--- src/rtl/dpsk_pkg.sv ---
// Shared DPSK definitions: FSM states, default symbol length and the carrier
// pattern, used by both the modulator and the demodulator.
package dpsk_pkg;

    typedef enum logic [0:0] {
        S_ACQ = 1'b0,
        S_RUN = 1'b1
    } state_t;

    localparam int DEF_SYM_CLKS = 16;

    // Phase-0 carrier read MSB first: 0,0,1,1 over one 4-clock carrier period.
    localparam logic [3:0] CARRIER = 4'b0011;

    function automatic logic carrier_bit(input logic [1:0] phase);
        return CARRIER[2'd3 - phase];
    endfunction

endpackage

--- src/rtl/dpsk_correlator.sv ---
// Symbol-phase counter, local carrier reference and mismatch accumulator.
// count includes the current sample so a decision can be registered at sym_end.
module dpsk_correlator
    import dpsk_pkg::*;
#(
    parameter  int SYM_CLKS = DEF_SYM_CLKS,
    localparam int PW       = $clog2(SYM_CLKS),
    localparam int CW       = $clog2(SYM_CLKS) + 1
) (
    input  logic          clk,
    input  logic          start,
    input  logic          x,
    output logic          sym_end,
    output logic [CW-1:0] count
);

    localparam logic [PW-1:0] LAST_PH = PW'(SYM_CLKS - 1);

    logic [PW-1:0] ph;
    logic [CW-1:0] acc;
    logic          ref_bit;
    logic          mm;

    // Reference, per-sample mismatch and running total including this sample.
    always_comb begin
        ref_bit = carrier_bit(ph[1:0]);
        mm      = x ^ ref_bit;
        count   = acc + {{(CW-1){1'b0}}, mm};
        sym_end = (ph == LAST_PH);
    end

    // Phase counter and accumulator; the accumulator restarts right after the last sample.
    always_ff @(posedge clk) begin
        if (!start) begin
            ph  <= {PW{1'b0}};
            acc <= {CW{1'b0}};
        end else if (sym_end) begin
            ph  <= {PW{1'b0}};
            acc <= {CW{1'b0}};
        end else begin
            ph  <= ph + {{(PW-1){1'b0}}, 1'b1};
            acc <= count;
        end
    end

endmodule

--- src/rtl/dpsk_demodulator.sv ---
// DPSK demodulator: per-symbol correlation, threshold decision and differential
// decode. Define DPSK_DIFF_DECODE_EN for differential decode; otherwise y is absolute CPSK.
module dpsk_demodulator
    import dpsk_pkg::*;
#(
    parameter  int SYM_CLKS = DEF_SYM_CLKS,
    parameter  int THRESH   = SYM_CLKS / 2,
    localparam int CW       = $clog2(SYM_CLKS) + 1
) (
    input  logic          clk,
    input  logic          start,
    input  logic          x,
    output logic          y,
    output logic          y_valid,
    output logic          ambig,
    output logic [CW-1:0] corr
);

    localparam logic [CW-1:0] THR = CW'(THRESH);

    logic          sym_end;
    logic [CW-1:0] count;
    logic          rel;
    logic          rel_next;
    logic          tie;
    state_t        state;

    dpsk_correlator #(
        .SYM_CLKS (SYM_CLKS)
    ) u_corr (
        .clk     (clk),
        .start   (start),
        .x       (x),
        .sym_end (sym_end),
        .count   (count)
    );

    // Threshold decision; a tie keeps the previous relative bit.
    always_comb begin
        tie      = 1'b0;
        rel_next = rel;
        if (count > THR) begin
            rel_next = 1'b1;
        end else if (count < THR) begin
            rel_next = 1'b0;
        end else begin
            rel_next = rel;
            tie      = 1'b1;
        end
    end

`ifdef DPSK_DIFF_DECODE_EN
    logic rel_prev;

    // Acquisition seeds rel_prev from the first symbol; afterwards every symbol decodes.
    always_ff @(posedge clk) begin
        if (!start) begin
            state    <= S_ACQ;
            rel      <= 1'b0;
            rel_prev <= 1'b0;
            y        <= 1'b0;
            y_valid  <= 1'b0;
            ambig    <= 1'b0;
            corr     <= {CW{1'b0}};
        end else begin
            y_valid <= 1'b0;
            if (sym_end) begin
                rel  <= rel_next;
                corr <= count;
                case (state)
                    S_ACQ: begin
                        rel_prev <= tie ? 1'b0 : rel_next;
                        state    <= S_RUN;
                    end
                    S_RUN: begin
                        y        <= rel_next ^ rel_prev;
                        rel_prev <= rel_next;
                        ambig    <= tie;
                        y_valid  <= 1'b1;
                    end
                    default: begin
                        state <= S_ACQ;
                    end
                endcase
            end
        end
    end
`else
    // Absolute decode: every symbol strobes straight from reset.
    always_ff @(posedge clk) begin
        if (!start) begin
            state   <= S_RUN;
            rel     <= 1'b0;
            y       <= 1'b0;
            y_valid <= 1'b0;
            ambig   <= 1'b0;
            corr    <= {CW{1'b0}};
        end else begin
            y_valid <= 1'b0;
            if (sym_end) begin
                rel  <= rel_next;
                corr <= count;
                case (state)
                    S_RUN: begin
                        y       <= rel_next;
                        ambig   <= tie;
                        y_valid <= 1'b1;
                    end
                    default: begin
                        state <= S_RUN;
                    end
                endcase
            end
        end
    end
`endif

endmodule

--- config.mk ---
export PLATFORM = sky130hd
export DESIGN_NAME = dpsk_demodulator
export DESIGN_NICKNAME = d
export VERILOG_FILES = /design/src/rtl/dpsk_pkg.sv /design/src/rtl/dpsk_correlator.sv /design/src/rtl/dpsk_demodulator.sv
export SDC_FILE = /design/constraint.sdc
export NUM_CORES = 1
export LEC_CHECK = 0
export CORE_UTILIZATION = 40
export CTS_CLUSTER_DIAMETER = 200
export DETAILED_ROUTE_END_ITERATION = 10
export GPL_ROUTABILITY_DRIVEN = 0
export GPL_TIMING_DRIVEN = 0
export PLACE_DENSITY = 0.67
export SLEW_MARGIN = 5
export SYNTH_ARGS = -nofsm -noshare
export SYNTH_HDL_FRONTEND = slang
export SYNTH_SLANG_ARGS = --single-unit
--- constraint.sdc ---
create_clock -name clk -period 7 [get_ports clk]
set_input_delay 2.1 -clock clk [delete_from_list [all_inputs] [get_ports clk]]
set_output_delay 2.1 -clock clk [all_outputs]
set_load 0.01 [all_outputs]
**Word level (Yosys, flattened, before mapping)**

Cells that the tools add are included.

- Bits of input ports: 3
- Output and inout port bits: 8
- Register bits after elaboration: 17
- Word-level logic and storage cells: 25

- Equal/unequal tests: 1
- Reduce and logical (&&, ||, !) cells: 4
- Add/sub/neg operators: 3
- Magnitude comparators: 3
- Mux-type cells: 6
- Bitwise operators: 2

Operators with widths:

| operator | count |
|---|---|
| $add 5x1->5 | 1 |
| $gt 5x4->1 const B | 1 |
| $lt 5x4->1 const B | 1 |
| $mux 1 | 5 |
| $add 4x1->4 const B | 1 |
| $eq 4x4->1 const B | 1 |
| $reduce_and 2->1 | 2 |
| $lt 2x3->1 const B | 1 |
| $bmux 1 s2 | 1 |
| $reduce_bool 2->1 | 1 |
| $reduce_or 2->1 | 1 |
| $sub 2x2->2 const A | 1 |
| $not 1->1 | 1 |
| $xor 1x1->1 | 1 |

**Depth between registers and ports, before layout**

- Depth after elaboration: 8
- Depth in mapped cells: 7
- Gate-level depth less buffers: 7

**Cells and area by module**

Synthesis repeated with hierarchy kept, for this count alone.

- Cells, all modules: 63
- Area, all modules: 704.4 µm²

Modules (own cells, without submodules):

| module | instances | cells an instance | sequential area each (µm²) | area each (µm²) |
|---|---|---|---|---|
| dpsk_correlator | 1 | 35 | 180.2 | 389.1 |
| dpsk_demodulator | 1 | 28 | 160.2 | 315.3 |

**Worst setup path before layout**

Ideal clock, no wire load.

- Kind: input to register
- Start point: in x
- End point: reg rel
- Path buffers: 0
- Cell stages on the path: 7
- Setup time: 116 ps
- Path slack: 3278 ps
- Arrival time: 3606 ps
- Data required time: 6884 ps
- Cell sequence: xor2_1 > ha_1 > ha_1 > or4_4 > o22ai_2 > nor2_1 > o211a_1

- Word-level cells in the longest chain between the ends: 5
- Elaborated cells between the ends (all ways): 7
- Classes of those cells: add/sub (1); order compare (2); mux (1); bitwise (1); reduce/logical (2)

Ends and longest elaborated chain:

| element | line | RTL |
|---|---|---|
| from (decl) | dpsk_demodulator.sv:12 | `input logic x,` |
| $xor 1x1->1 (*) | dpsk_correlator.sv:27 | `mm = x ^ ref_bit;` |
| $add 5x1->5 (*) | dpsk_correlator.sv:28 | `count = acc + {{(CW-1){1'b0}}, mm};` |
| net count[1] | dpsk_demodulator.sv:22 | `logic [CW-1:0] count;` |
| $gt 5x4->1 / $lt 5x4->1 (equally long branches) | dpsk_demodulator.sv:42, dpsk_demodulator.sv:44 |  |
| $reduce_bool 2->1 (no source line) | n/a |  |
| $reduce_and 2->1 (no source line) | n/a |  |
| to (signal assigned) | dpsk_demodulator.sv:101 | `rel <= rel_next;` |
| to (decl) | dpsk_demodulator.sv:23 | `logic rel;` |

Mark *: on every way through the listed nets, which the timed path passes. The rest lies on a longest branch.
A chain may end at the register's enable or synchronous reset.

**Worst setup path after layout**

Ends and elaborated chain as after synthesis.

==> metrics <==
RSZ-0062 raised after global routing=false; most frequent cells in the layout=dfxtp_1, clkdlybuf4s50_1, nand2_1; Clock power frac=0.288; Comb power frac=0.137; Seq/Total Area, Yosys=0.502; largest net degree at the start of global routing=11; core area=1540 µm²; post-synth cell types=20; Avg WL per Cell=12.4 µm; switching share of total power=0.242; Mapped Nets=72; Worst Reg2Reg Path Length in Cells=7; final std cells w/o fill=96; Tot Pwr=0.000180 W; max-cap violations=0; clk buf depth=2; reg-to-reg slack, setup=4.90 ns; hold path cells=2; Detailed Route Iter0 Violations=9; fin crit share=0.567; post-synth top area share=0.502; worst-path maximum fanout=4; FILL cells=149; ANT cells=0; Mapped Cells=66; Hold WS=0.459 ns; clock latency on the worst-skew pair=0.29 ns; Cells after DPL=92; CTS buffer count=3; grt total ovfl=0; gr usage total=0.146; Least-Margin Pin Slew=0.305 ns; WP data arrival=4.15 ns; via/cell ratio=5.11; PD cells=218 nW/µm²; syn_area_per_cell=10.3 µm²; Ports=11; status=completed; area of the mapped netlist=678 µm²; die height=43.2 µm; # resized after CTS=0; layout cells sized above 1=0.125; leakage power=0.383 nW; starting density of the core=0.440; vias in the first global route=469; Worst Hold Launch=corr[1]; Crit. End Element=flip-flop; Routed Wire Length=1190 µm; Final setup viols=0; hold crit path type=reg2reg; Hold Path End=corr[1]; H-tree lvl count=1; Setup crit start kind=input pin; die area=1860 µm²; Root Buffer=clkbuf_4; Synth area leaders=dfxtp_1, xor2_1, ha_1; #FFs+latches synth=17; final hold violations=0; drt pass-1 iters=4; Antenna Nets Post-Route=0; TNS Setup=0 ns; maximum VDD drop=0.101 mV; num rows=14; Yosys top cell by area=dfxtp_1; CTS tree=yes; global-route wire length before repair=1970 µm; Die Span X=43.2 µm; initial antenna violation count=0; P&R area growth vs syn=21.8%; most common cell after layout, fill and taps aside=dfxtp_1; WS Path Type=in2reg; nets=87; Port Buf Inserts=10; RR Startpoint=u_corr.ph[1]; slew margin rel.=0.796; yosys warns=0; capturing point of the worst reg2reg path=rel; Net Switching=0.0000436 W; DRC=0; hold_buf cts=0; vias post-DR=491; pre-CTS worst setup slack=2.71 ns; clock net sink count=17; f_max=252 MHz; crit path time final=3.97 ns; Post-CTS Repair Setup Buffers=0; Setup Skew=0.00902 ns; CTS clk-pin slew, worst paths=0.09 ns; Final Max Slew Viols=0; worst path required time=7.19 ns; Int Pwr=0.000136 W; Reg power frac=0.575; final setup margin=3.03 ns; HPWL Detailed=819 µm
==> per-stage QoR <==
| stage | area (µm²) | utilization |
|---|---|---|
| 2_1_floorplan | 678 | - |
| 3_5_place_dp | 798 | 0.518 |
| 5_1_grt | 826 | 0.536 |
| 4_1_cts | 826 | 0.536 |
| 6_report | 826 | 0.536 |
| 3_3_place_gp | 798 | 0.518 |
==> kinds of logic after synthesis <==
kind of cell | synth area share
AO/OA/AOI/OAI | 0.0996
XOR/XNOR | 0.0904
adder cells (fa/ha/maj) | 0.0554
buffers and inverters | 0.0221
flip-flops | 0.502
AND/OR/NAND/NOR | 0.231
==> synth_stat cells <==
library cell	count
o21ai_0	1
dfxtp_1	17
buf_4	2
and3_1	3
o211a_1	3
nand2_1	8
xor2_1	6
nand3b_1	1
o22ai_2	1
xnor2_1	1
or4_4	1
and2_1	2
ha_1	3
nand3_2	1
a21oi_1	1
nor2_1	6
and3_2	1
a21boi_1	2
nand4bb_1	1
nand3_1	5
==> final cells by class <==
cell class                 count  area, µm²  area share
buffer                         2       15.0      0.0182
clock buffer                   3       22.5      0.0273
clock inverter                 1       5.00     0.00606
multi-input combinational     47        323       0.391
sequential                    17        340       0.412
tap                           16       20.0      0.0242
timing repair buffer          10        100       0.121
==> registers in the layout, indices dropped and copies added, names as in the netlist <==
| name | cells |
|---|---|
| corr | 5 |
| u_corr.acc | 5 |
| u_corr.ph | 4 |
| ambig | 1 |
| rel | 1 |
| y_valid | 1 |
==> power by group through the flow <==
stage           clock, W  sequential [W]  combinational, W
2_1_floorplan          0        0.000105         0.0000198
3_3_place_gp           0        0.000105         0.0000242
3_5_place_dp           0        0.000105         0.0000247
4_1_cts        0.0000534        0.000103         0.0000248
5_1_grt        0.0000565        0.000104         0.0000270
6_report       0.0000519        0.000103         0.0000246
==> layer usage <==
metal	track usage	up-vias	routed length (µm)
met3	0.0255	2	56
li1	-	256	-
met4	0.0909	0	10
met1	0.177	221	571
met5	0	-	0
met2	0.236	12	550
==> critical path, stage by stage <==
cell and delay, ns:
clkdlybuf4s50_1 0.47, xor2_1 0.17, ha_1 0.22, ha_1 0.28, or4_4 0.53, o22ai_2 0.14
nor2_1 0.06, o211a_1 0.20
==> worst max path at each step <==
| stage | slack, ns | startpoint | cells after the start | to |
|---|---|---|---|---|
| finish | 3.03 | x | 8 | rel |
| global route | 2.99 | x | 8 | rel |
| CTS | 3.01 | x | 8 | rel |
| detailed placement | 2.71 | x | 8 | rel |
| global placement | 2.73 | x | 8 | rel |
| floorplan | 3.28 | x | 7 | rel |
(Power assumes the default switching activity.)
